## src/rtl/dpu_ctrl_sequencer_if.sv

```systemverilog
// Host/PU-facing bundle of the control-word sequencer: program write port,
// run-control handshakes and the PU control outputs.
interface dpu_ctrl_sequencer_if #(
    parameter int AW    = 4,
    parameter int RW    = 4,
    parameter int DEPTH = 16
);
    localparam int PW = (DEPTH > 1) ? $clog2(DEPTH) : 1;
    localparam int W  = AW + RW + 3;

    logic          prog_we;
    logic [PW-1:0] prog_addr;
    logic [W-1:0]  prog_data;
    logic          start;
    logic          loop_en;
    logic          pause;
    logic          abort;
    logic [AW-1:0] dp_addr;
    logic          dp_wr;
    logic          dp_oe;
    logic          busy;
    logic          done;
    logic [PW-1:0] pc;
    logic          prog_err;

    modport master (
        output prog_we, prog_addr, prog_data, start, loop_en, pause, abort,
        input  dp_addr, dp_wr, dp_oe, busy, done, pc, prog_err
    );

    modport slave (
        input  prog_we, prog_addr, prog_data, start, loop_en, pause, abort,
        output dp_addr, dp_wr, dp_oe, busy, done, pc, prog_err
    );
endinterface

```

## src/rtl/dpu_ctrl_sequencer.sv

```systemverilog
// Microcode sequencer: replays a stored program of {last, rep, oe, wr, addr}
// control words onto the FRAM PU control inputs.
module dpu_ctrl_sequencer #(
    parameter int AW    = 4,
    parameter int RW    = 4,
    parameter int DEPTH = 16
) (
    input  logic                 dp_clk,
    input  logic                 dp_rst_n,
    dpu_ctrl_sequencer_if.slave  bus
);
    localparam int PW = (DEPTH > 1) ? $clog2(DEPTH) : 1;
    localparam int W  = AW + RW + 3;

    typedef enum logic [1:0] {IDLE, RUN, PAUSE} state_t;

    state_t        state, state_nxt;
    logic [W-1:0]  mem [DEPTH];
    logic [PW-1:0] pc, pc_nxt, pc_inc, load_idx;
    logic [RW-1:0] rep_cnt, rep_nxt;
    logic [AW-1:0] addr_q, addr_nxt;
    logic          wr_q, wr_nxt, oe_q, oe_nxt, last_q, last_nxt;
    logic          dp_wr_q, dp_wr_nxt, busy_q, done_q, done_nxt, err_q, err_nxt;
    logic [W-1:0]  word;
    logic          finish;

    // Only one word can ever be fetched next: word 0 on start or loop,
    // otherwise the successor of pc (wrapping past the top of memory).
    assign pc_inc   = (pc == PW'(DEPTH - 1)) ? '0 : pc + PW'(1);
    assign load_idx = (state == RUN && !last_q) ? pc_inc : '0;
    assign word     = mem[load_idx];
    assign finish   = (state == RUN) && (rep_cnt == '0) && last_q && !bus.loop_en;

    always_ff @(posedge dp_clk) begin
        if (bus.prog_we && state == IDLE)
            mem[bus.prog_addr] <= bus.prog_data;
    end

    always_ff @(posedge dp_clk or negedge dp_rst_n) begin
        if (!dp_rst_n)
            state <= IDLE;
        else
            state <= state_nxt;
    end

    always_comb begin
        state_nxt = state;
        if (bus.abort) begin
            state_nxt = IDLE;
        end else begin
            case (state)
                IDLE:    if (bus.start) state_nxt = RUN;
                RUN:     if (finish) state_nxt = IDLE;
                         else if (bus.pause) state_nxt = PAUSE;
                PAUSE:   if (!bus.pause) state_nxt = RUN;
                default: state_nxt = IDLE;
            endcase
        end
    end

    // Every edge that ends a RUN cycle consumes one step, even the one that
    // enters PAUSE, so a word occupies exactly rep+1 RUN cycles.
    always_comb begin
        pc_nxt    = pc;
        rep_nxt   = rep_cnt;
        addr_nxt  = addr_q;
        wr_nxt    = wr_q;
        oe_nxt    = oe_q;
        last_nxt  = last_q;
        done_nxt  = 1'b0;
        err_nxt   = err_q | (bus.prog_we && state != IDLE);
        if (bus.abort) begin
            pc_nxt   = '0;
            rep_nxt  = '0;
            addr_nxt = '0;
            wr_nxt   = 1'b0;
            oe_nxt   = 1'b0;
            last_nxt = 1'b0;
        end else begin
            case (state)
                IDLE: begin
                    if (bus.start) begin
                        pc_nxt   = '0;
                        rep_nxt  = word[AW+RW+1:AW+2];
                        addr_nxt = word[AW-1:0];
                        wr_nxt   = word[AW];
                        oe_nxt   = word[AW+1];
                        last_nxt = word[W-1];
                        err_nxt  = 1'b0;
                    end
                end
                RUN: begin
                    if (rep_cnt != '0) begin
                        rep_nxt = rep_cnt - RW'(1);
                    end else if (finish) begin
                        pc_nxt   = '0;
                        addr_nxt = '0;
                        wr_nxt   = 1'b0;
                        oe_nxt   = 1'b0;
                        last_nxt = 1'b0;
                        done_nxt = 1'b1;
                    end else begin
                        pc_nxt   = load_idx;
                        rep_nxt  = word[AW+RW+1:AW+2];
                        addr_nxt = word[AW-1:0];
                        wr_nxt   = word[AW];
                        oe_nxt   = word[AW+1];
                        last_nxt = word[W-1];
                    end
                end
                default: ;
            endcase
        end
        dp_wr_nxt = (state_nxt == RUN) && wr_nxt;
    end

    always_ff @(posedge dp_clk or negedge dp_rst_n) begin
        if (!dp_rst_n) begin
            pc      <= '0;
            rep_cnt <= '0;
            addr_q  <= '0;
            wr_q    <= 1'b0;
            oe_q    <= 1'b0;
            last_q  <= 1'b0;
            dp_wr_q <= 1'b0;
            busy_q  <= 1'b0;
            done_q  <= 1'b0;
            err_q   <= 1'b0;
        end else begin
            pc      <= pc_nxt;
            rep_cnt <= rep_nxt;
            addr_q  <= addr_nxt;
            wr_q    <= wr_nxt;
            oe_q    <= oe_nxt;
            last_q  <= last_nxt;
            dp_wr_q <= dp_wr_nxt;
            busy_q  <= (state_nxt != IDLE);
            done_q  <= done_nxt;
            err_q   <= err_nxt;
        end
    end

    assign bus.dp_addr  = addr_q;
    assign bus.dp_wr    = dp_wr_q;
    assign bus.dp_oe    = oe_q;
    assign bus.busy     = busy_q;
    assign bus.done     = done_q;
    assign bus.pc       = pc;
    assign bus.prog_err = err_q;
endmodule

```

## src/flat_wrapper.sv

```systemverilog
// flat-port wrapper written by rule: the top's interface ports become plain ports
module dpu_ctrl_sequencer_flat 
#(
    parameter int AW    = 4,
    parameter int RW    = 4,
    parameter int DEPTH = 16
)
  (dp_clk, dp_rst_n, bus_prog_we, bus_prog_addr, bus_prog_data, bus_start, bus_loop_en, bus_pause, bus_abort, bus_dp_addr, bus_dp_wr, bus_dp_oe, bus_busy, bus_done, bus_pc, bus_prog_err);
  dpu_ctrl_sequencer_if #(.AW(AW), .RW(RW), .DEPTH(DEPTH)) bus_i ();
  input  logic dp_clk;
  input  logic dp_rst_n;
  input wire logic [$bits(bus_i.prog_we)-1:0] bus_prog_we;
  input wire logic [$bits(bus_i.prog_addr)-1:0] bus_prog_addr;
  input wire logic [$bits(bus_i.prog_data)-1:0] bus_prog_data;
  input wire logic [$bits(bus_i.start)-1:0] bus_start;
  input wire logic [$bits(bus_i.loop_en)-1:0] bus_loop_en;
  input wire logic [$bits(bus_i.pause)-1:0] bus_pause;
  input wire logic [$bits(bus_i.abort)-1:0] bus_abort;
  output wire logic [$bits(bus_i.dp_addr)-1:0] bus_dp_addr;
  output wire logic [$bits(bus_i.dp_wr)-1:0] bus_dp_wr;
  output wire logic [$bits(bus_i.dp_oe)-1:0] bus_dp_oe;
  output wire logic [$bits(bus_i.busy)-1:0] bus_busy;
  output wire logic [$bits(bus_i.done)-1:0] bus_done;
  output wire logic [$bits(bus_i.pc)-1:0] bus_pc;
  output wire logic [$bits(bus_i.prog_err)-1:0] bus_prog_err;
  assign bus_i.prog_we = bus_prog_we;
  assign bus_i.prog_addr = bus_prog_addr;
  assign bus_i.prog_data = bus_prog_data;
  assign bus_i.start = bus_start;
  assign bus_i.loop_en = bus_loop_en;
  assign bus_i.pause = bus_pause;
  assign bus_i.abort = bus_abort;
  assign bus_dp_addr = bus_i.dp_addr;
  assign bus_dp_wr = bus_i.dp_wr;
  assign bus_dp_oe = bus_i.dp_oe;
  assign bus_busy = bus_i.busy;
  assign bus_done = bus_i.done;
  assign bus_pc = bus_i.pc;
  assign bus_prog_err = bus_i.prog_err;
  dpu_ctrl_sequencer #(.AW(AW), .RW(RW), .DEPTH(DEPTH)) u_core (.dp_clk(dp_clk), .dp_rst_n(dp_rst_n), .bus(bus_i));
endmodule
```

## config.mk

```make
export PLATFORM = sky130hd
export DESIGN_NAME = dpu_ctrl_sequencer_flat
export DESIGN_NICKNAME = d
export VERILOG_FILES = /design/src/rtl/dpu_ctrl_sequencer_if.sv /design/src/rtl/dpu_ctrl_sequencer.sv /design/src/flat_wrapper.sv
export SDC_FILE = /design/constraint.sdc
export NUM_CORES = 1
export LEC_CHECK = 0
export CORE_ASPECT_RATIO = 1.75
export CORE_MARGIN = 10
export CORE_UTILIZATION = 55
export DETAILED_ROUTE_END_ITERATION = 10
export GPL_TIMING_DRIVEN = 0
export PLACE_DENSITY = 0.71
export REMOVE_ABC_BUFFERS = 1
export SLEW_MARGIN = 20
export SYNTH_ARGS = -nofsm -noshare
export SYNTH_HDL_FRONTEND = slang
export SYNTH_SLANG_ARGS = --single-unit
```

## constraint.sdc

```tcl
create_clock -name dp_clk -period 3.4 [get_ports dp_clk]
set_input_delay 0.68 -clock dp_clk [delete_from_list [all_inputs] [get_ports dp_clk]]
set_output_delay 0.68 -clock dp_clk [all_outputs]
set_load 0.1 [all_outputs]
```

Yosys cells after proc, flatten, opt, wreduce, memory -nomap -nowiden

Memory sizes are Yosys's and may differ from the RTL's.
Index checks and enable logic that the tools add are counted.

Reduce and logical (&&, ||, !) cells: 17
Equal/unequal tests: 7
Mux-type cells: 47
Bitwise logic cells: 1
$add $sub $neg: 2

Operator list:

| kind                                                 | number |
|---|---|
| two-way mux 4 bit                                    | 14 |
| case mux 4 bit (2 select lines)                      | 3 |
| two-way mux 1 bit                                    | 21 |
| two-way mux 2 bit                                    | 5 |
| logical AND 1 bit                                    | 7 |
| inequality test 3 bit (second input constant)        | 2 |
| case mux 1 bit (2 select lines)                      | 3 |
| case mux 2 bit (3 select lines)                      | 1 |
| AND reduction 3 bit                                  | 2 |
| adder 4 x 1 -> 4 bit (second input constant)         | 1 |
| equality test 2 x 1 -> 1 bit (second input constant) | 2 |
| equality test 4 bit (second input constant)          | 1 |
| zero test 4 bit                                      | 1 |
| inequality test 4 bit (second input constant)        | 1 |
| nonzero test 2 bit                                   | 2 |
| nonzero test 4 bit                                   | 1 |
| subtractor 4 x 1 -> 4 bit (second input constant)    | 1 |
| nonzero test 3 bit                                   | 1 |
| equality test 2 bit (second input constant)          | 1 |
| zero test 1 bit                                      | 2 |
| zero test 2 bit                                      | 1 |
| OR 1 bit                                             | 1 |

Memories: 1
Flip-flop bits (word level): 21
RAM bits: 176
Input port bits: 22

Memories:

| memory     | words | bits a word | read ports | clocked after Yosys merged registers in | wr ports | RTL line                 | text |
|---|---|---|---|---|---|---|---|
| u_core.mem | 16    | 11          | 1          | 0                                       | 1        | dpu_ctrl_sequencer.sv:18 | `logic [W-1:0] mem [DEPTH];` |

Longest topological paths before layout

Word-level depth: 9
Depth in mapped cells: 11

Worst setup path after synthesis

OpenSTA, ideal clock, no wires.

Path kind: reg-to-reg
From: register u_core.pc[0] (netlist: u_core.bus.pc[0])
To: register u_core.addr_q[0] (netlist: u_core.bus.dp_addr[0])
Clock period less this slack: 2,793 ps
Path slack: 607 ps
Data required time: 3,272 ps
Buffers on the path: 2
Stages on the path, launching flop included: 9
Data arrival time: 2,665 ps
Cell sequence: dfrtp_1 ha_1 xor2_2 and2_1 buf_6 buf_2 mux4_2 a22oi_1 nand3_1

Longest elaborated chain between the ends: 8
Elaborated cells between the ends (all ways): 10
Classes of those cells: 1 x add/sub; 1 x eq/ne; 7 x mux; 1 x memory

RTL lines:

| element                                                            | RTL line                  | text |
|---|---|---|
| start: declaration                                                 | dpu_ctrl_sequencer.sv:19  | `logic [PW-1:0] pc, pc_nxt, pc_inc, load_idx;` |
| start signal: assignment                                           | dpu_ctrl_sequencer.sv:130 | `pc <= pc_nxt;` |
| adder 4 x 1 -> 4 bit / equality test 4 bit (equally long branches) | dpu_ctrl_sequencer.sv:29  | `assign pc_inc = (pc == PW'(DEPTH - 1)) ? '0 : pc + PW'(1);` |
| two-way mux 4 bit (*)                                              | dpu_ctrl_sequencer.sv:29  |  |
| two-way mux 4 bit (*)                                              | dpu_ctrl_sequencer.sv:30  | `assign load_idx = (state == RUN && !last_q) ? pc_inc : '0;` |
| memory (16 x 11 bit) (*)                                           | -                         |  |
| two-way mux 4 bit                                                  | dpu_ctrl_sequencer.sv:95  | `end else if (finish) begin` |
| two-way mux 4 bit                                                  | dpu_ctrl_sequencer.sv:93  | `if (rep_cnt != '0) begin` |
| case mux 4 bit (2 select lines) (*)                                | dpu_ctrl_sequencer.sv:80  | `case (state)` |
| two-way mux 4 bit (*)                                              | dpu_ctrl_sequencer.sv:72  | `if (bus.abort) begin` |
| end signal: assignment                                             | dpu_ctrl_sequencer.sv:132 | `addr_q <= addr_nxt;` |
| end: declaration                                                   | dpu_ctrl_sequencer.sv:21  | `logic [AW-1:0] addr_q, addr_nxt;` |

Every way passes the cells marked *; elsewhere a longest branch is shown, timed or not. The select of a mux whose other input is x is not followed.
A chain may end at the register's enable or synchronous reset.

Final worst setup path

From: register u_core.pc[0] (netlist: u_core.bus.pc[0])
To: register u_core.rep_cnt[2]

Longest elaborated chain between the ends: 8
Elaborated cells between the ends (all ways): 10
Classes of those cells: 1 x add/sub; 1 x eq/ne; 7 x mux; 1 x memory

RTL lines:

| element                                                            | RTL line                  | text |
|---|---|---|
| adder 4 x 1 -> 4 bit / equality test 4 bit (equally long branches) | dpu_ctrl_sequencer.sv:29  |  |
| two-way mux 4 bit (*)                                              | dpu_ctrl_sequencer.sv:29  |  |
| two-way mux 4 bit (*)                                              | dpu_ctrl_sequencer.sv:30  |  |
| memory (16 x 11 bit) (*)                                           | -                         |  |
| two-way mux 4 bit                                                  | dpu_ctrl_sequencer.sv:95  |  |
| two-way mux 4 bit                                                  | dpu_ctrl_sequencer.sv:93  |  |
| case mux 4 bit (2 select lines) (*)                                | dpu_ctrl_sequencer.sv:80  |  |
| two-way mux 4 bit (*)                                              | dpu_ctrl_sequencer.sv:72  |  |
| end signal: assignment                                             | dpu_ctrl_sequencer.sv:131 | `rep_cnt <= rep_nxt;` |
| end: declaration                                                   | dpu_ctrl_sequencer.sv:20  | `logic [RW-1:0] rep_cnt, rep_nxt;` |

Marks and branches as above.

==> key figures <==
Status
  • Status: finished, final reports clean

Power and ir drop
  • Peak VDD IR: 0.000429 V
  • Pleak: 3.10 nW
  • Power Density: 562 mW/mm²

Synthesis
  • Synth Register Bits: 197
  • Main combinational cell family by area after synthesis: simple AND/OR/NAND/NOR gates
  • Area of the mapped netlist: 0.00810 mm²
  • Syn_area_per_cell: 14.7 µm²
  • Cells after synthesis: 552
  • Yosys warnings: 0
  • EDFF count, synth: 176
  • Adder-cell share of the synthesized area: 0.309%
  • Sequential area share after synthesis: 71.7%
  • Mux share of post-synthesis cell area: 6.22%
  • Synth unique cells: 57
  • Post-synthesis simple-gate area fraction: 12.6%
  • FFs w/ async S/R, synth: 10.7%
  • Synth Area in Compound Gates: 6.35%
  • Post-Synth XOR/XNOR Area: 0.509%
  • Top FF cell, synth: edfxtp_1

STA
  • Slew @ Worst Pin: 1.05 ns
  • RSZ-0062 raised after global routing: no
  • Fin worst setup slack: 0.142 ns
  • Period utilization: 95.8%
  • WHS: 0.240 ns
  • Final-report max-slew violation count: 0
  • Final TNS setup: 0 ns
  • Max Clk Rate: 307 MHz
  • Final Critical Period: 3.26 ns
  • Final setup fails: 0
  • Final Hold Viols: 0
  • Layout Skew: 0.0114 ns
  • Max_slew headroom: 29.3%

Clock network
  • H-tree Lvls: 4
  • CTS Buffer Depth: 2
  • Clock transition at path regs: 0.07 ns
  • Clk sinks: 197
  • Clk_lat worst skew: 0.43 ns
  • Num CTS Buffers: 17
  • CTS tree: done
  • Hold_buf cts: 0
  • Clock root cell: clkbuf_16

Layout
  • Commonest non-fill, non-tap cell in the layout: edfxtp_1
  • Most frequent cells in the layout: edfxtp_1 (176), nand2_1 (94), clkdlybuf4s50_1 (33)
  • Non-Filler Instances: 785
  • Layout cells sized above 1: 16.7%
  • Antenna cell count: 0
  • # nets final: 616
  • Layout overhead on the synthesized area: 15.3%

GRT
  • Largest net degree at the start of global routing: 27
  • Global-route wire length before repair: 29900 µm
  • Tot GR Track Use: 19.5%
  • Antenna violations before repair: 0
  • Vias in the first global route: 5114
  • Grt total ovfl: 0

Placed design
  • Place WS: -0.140 ns
  • GPL Wtd Cong: 0.814
  • # port buffers: 34
  • Placed cells: 753
  • Post-DP HPWL: 12700 µm

Worst hold path
  • Hold Path Class: input port to async pin

Setup path
  • Maximum fanout along the worst path: 18
  • CP Capture Type: register
  • Arrival time at the worst endpoint: 3.62 ns
  • CP required: 3.76 ns
  • Worst Setup Path Type: register to register
  • Crit path launch type: register

Floorplanning
  • Initial Util: 56.1%
  • Std cell rows: 58
  • Die area: 0.0202 mm²
  • Core area: 0.0144 mm²
  • Boundary Pins: 35
  • Die Y: 181 µm
  • Chip width: 112 µm

Route
  • DR vias: 4954
  • Vias per cell: 6.31
  • Antenna viol nets, final: 0
  • Starting DRT DRC Count: 427
  • Routed wire per std cell: 25.0 µm
  • Drt pass-1 iters: 5
  • Drt drc: 0
  • Post-Route WL: 19600 µm

Flow run
  • Max Cap Violations: 0
[registers in the layout, summed over array words and instances, names as in the netlist, 2 cells and up]
register            count
u_core.bus.pc           4
u_core.state            2
u_core.bus.dp_addr      4
u_core.mem            176
u_core.rep_cnt          4
[what timing repair did]
item | 4_1_cts | 5_1_grt
resized for setup | 2 | 3
endpoints found under the setup margin | 6 | 9
setup buffers | 0 | 0
[report_power, final]
| group | internal, mW | switching (mW) | leakage (nW) |
|---|---|---|---|
| registers | 2.68 | 0.0365 | 1.87 |
| clock network | 1.18 | 0.895 | 0.286 |
| logic | 0.147 | 0.312 | 0.943 |
[worst paths after layout]
check | start | end | slack, ns | cells past startpoint
setup / recovery | u_core.bus.pc[0] | u_core.rep_cnt[2] | 0.14 | 7
max in group asynchronous | dp_rst_n | u_core.bus.dp_addr[0] | 2.77 | 1
setup reg to reg | u_core.bus.pc[0] | u_core.rep_cnt[2] | 0.14 | 7
hold / removal | dp_rst_n | u_core.state[0] | 0.24 | 1
min in group dp_clk | u_core.wr_q | u_core.wr_q | 0.50 | 2
hold reg to reg | u_core.wr_q | u_core.wr_q | 0.50 | 2
[critical path, stage by stage, from the launching register on]
cell and delay (ns):
dfrtp_1 0.85, ha_1 0.35, xor2_2 0.47, nand2_2 0.38
nor2_2 0.60, a22oi_1 0.22, nand4_1 0.15, a32o_1 0.16
[cell type report]
class	instances	area, µm²
Clock buffer	20	437
Inverter	3	11.3
Sequential cell	197	5810
Timing Repair Buffer	46	499
Clock inverter	12	170
Multi-Input combinational cell	327	2190
Tap cell	180	225
Fill cell	1021	5100
[metal layers]
layer	track usage, %	wire length (µm)
met1	21.8	6960
met2	33.6	10700
met3	3.80	1140
met4	11.2	844
met5	0	0
[synth_stat cells (4+ instances only)]
master / number / share of area (%)
buf_4: 4 / 0.37
clkbuf_1: 7 / 0.32
a32oi_1: 6 / 0.65
buf_2: 7 / 0.43
a21oi_1: 15 / 0.93
mux2i_1: 14 / 1.7
nand4_1: 10 / 0.77
nand2_1: 94 / 4.4
buf_6: 6 / 0.83
o31ai_1: 4 / 0.37
nand2b_1: 7 / 0.54
dfrtp_1: 21 / 6.5
nand3_1: 29 / 1.8
nor3_1: 14 / 0.86
nor2_1: 32 / 1.5
o21ai_0: 11 / 0.68
a22oi_1: 10 / 0.93
edfxtp_1: 176 / 65
mux4_2: 13 / 3.6
a31oi_1: 8 / 0.62
mux2_2: 5 / 0.69
[cell families after synthesis]
kind of cell | Yosys count
adders and majority gates | 2
AOI/OAI and AO/OA | 75
xor gates and xnor gates | 3
DFF | 197
buffers and inverters | 28
and+or+nand+nor | 214
muxes | 33
[metrics by stage]
step                      util (%)  total power, mW  cell area, µm²
after floorplan                  -             3.04            7930
after global placement        58.8             3.19            8490
after detailed placement      60.3             3.23            8700
after CTS                     64.5             5.27            9320
after global routing          64.7             5.41            9350
final                         64.7             5.25            9350
No activity file was read; power rests on OpenSTA's default activity.
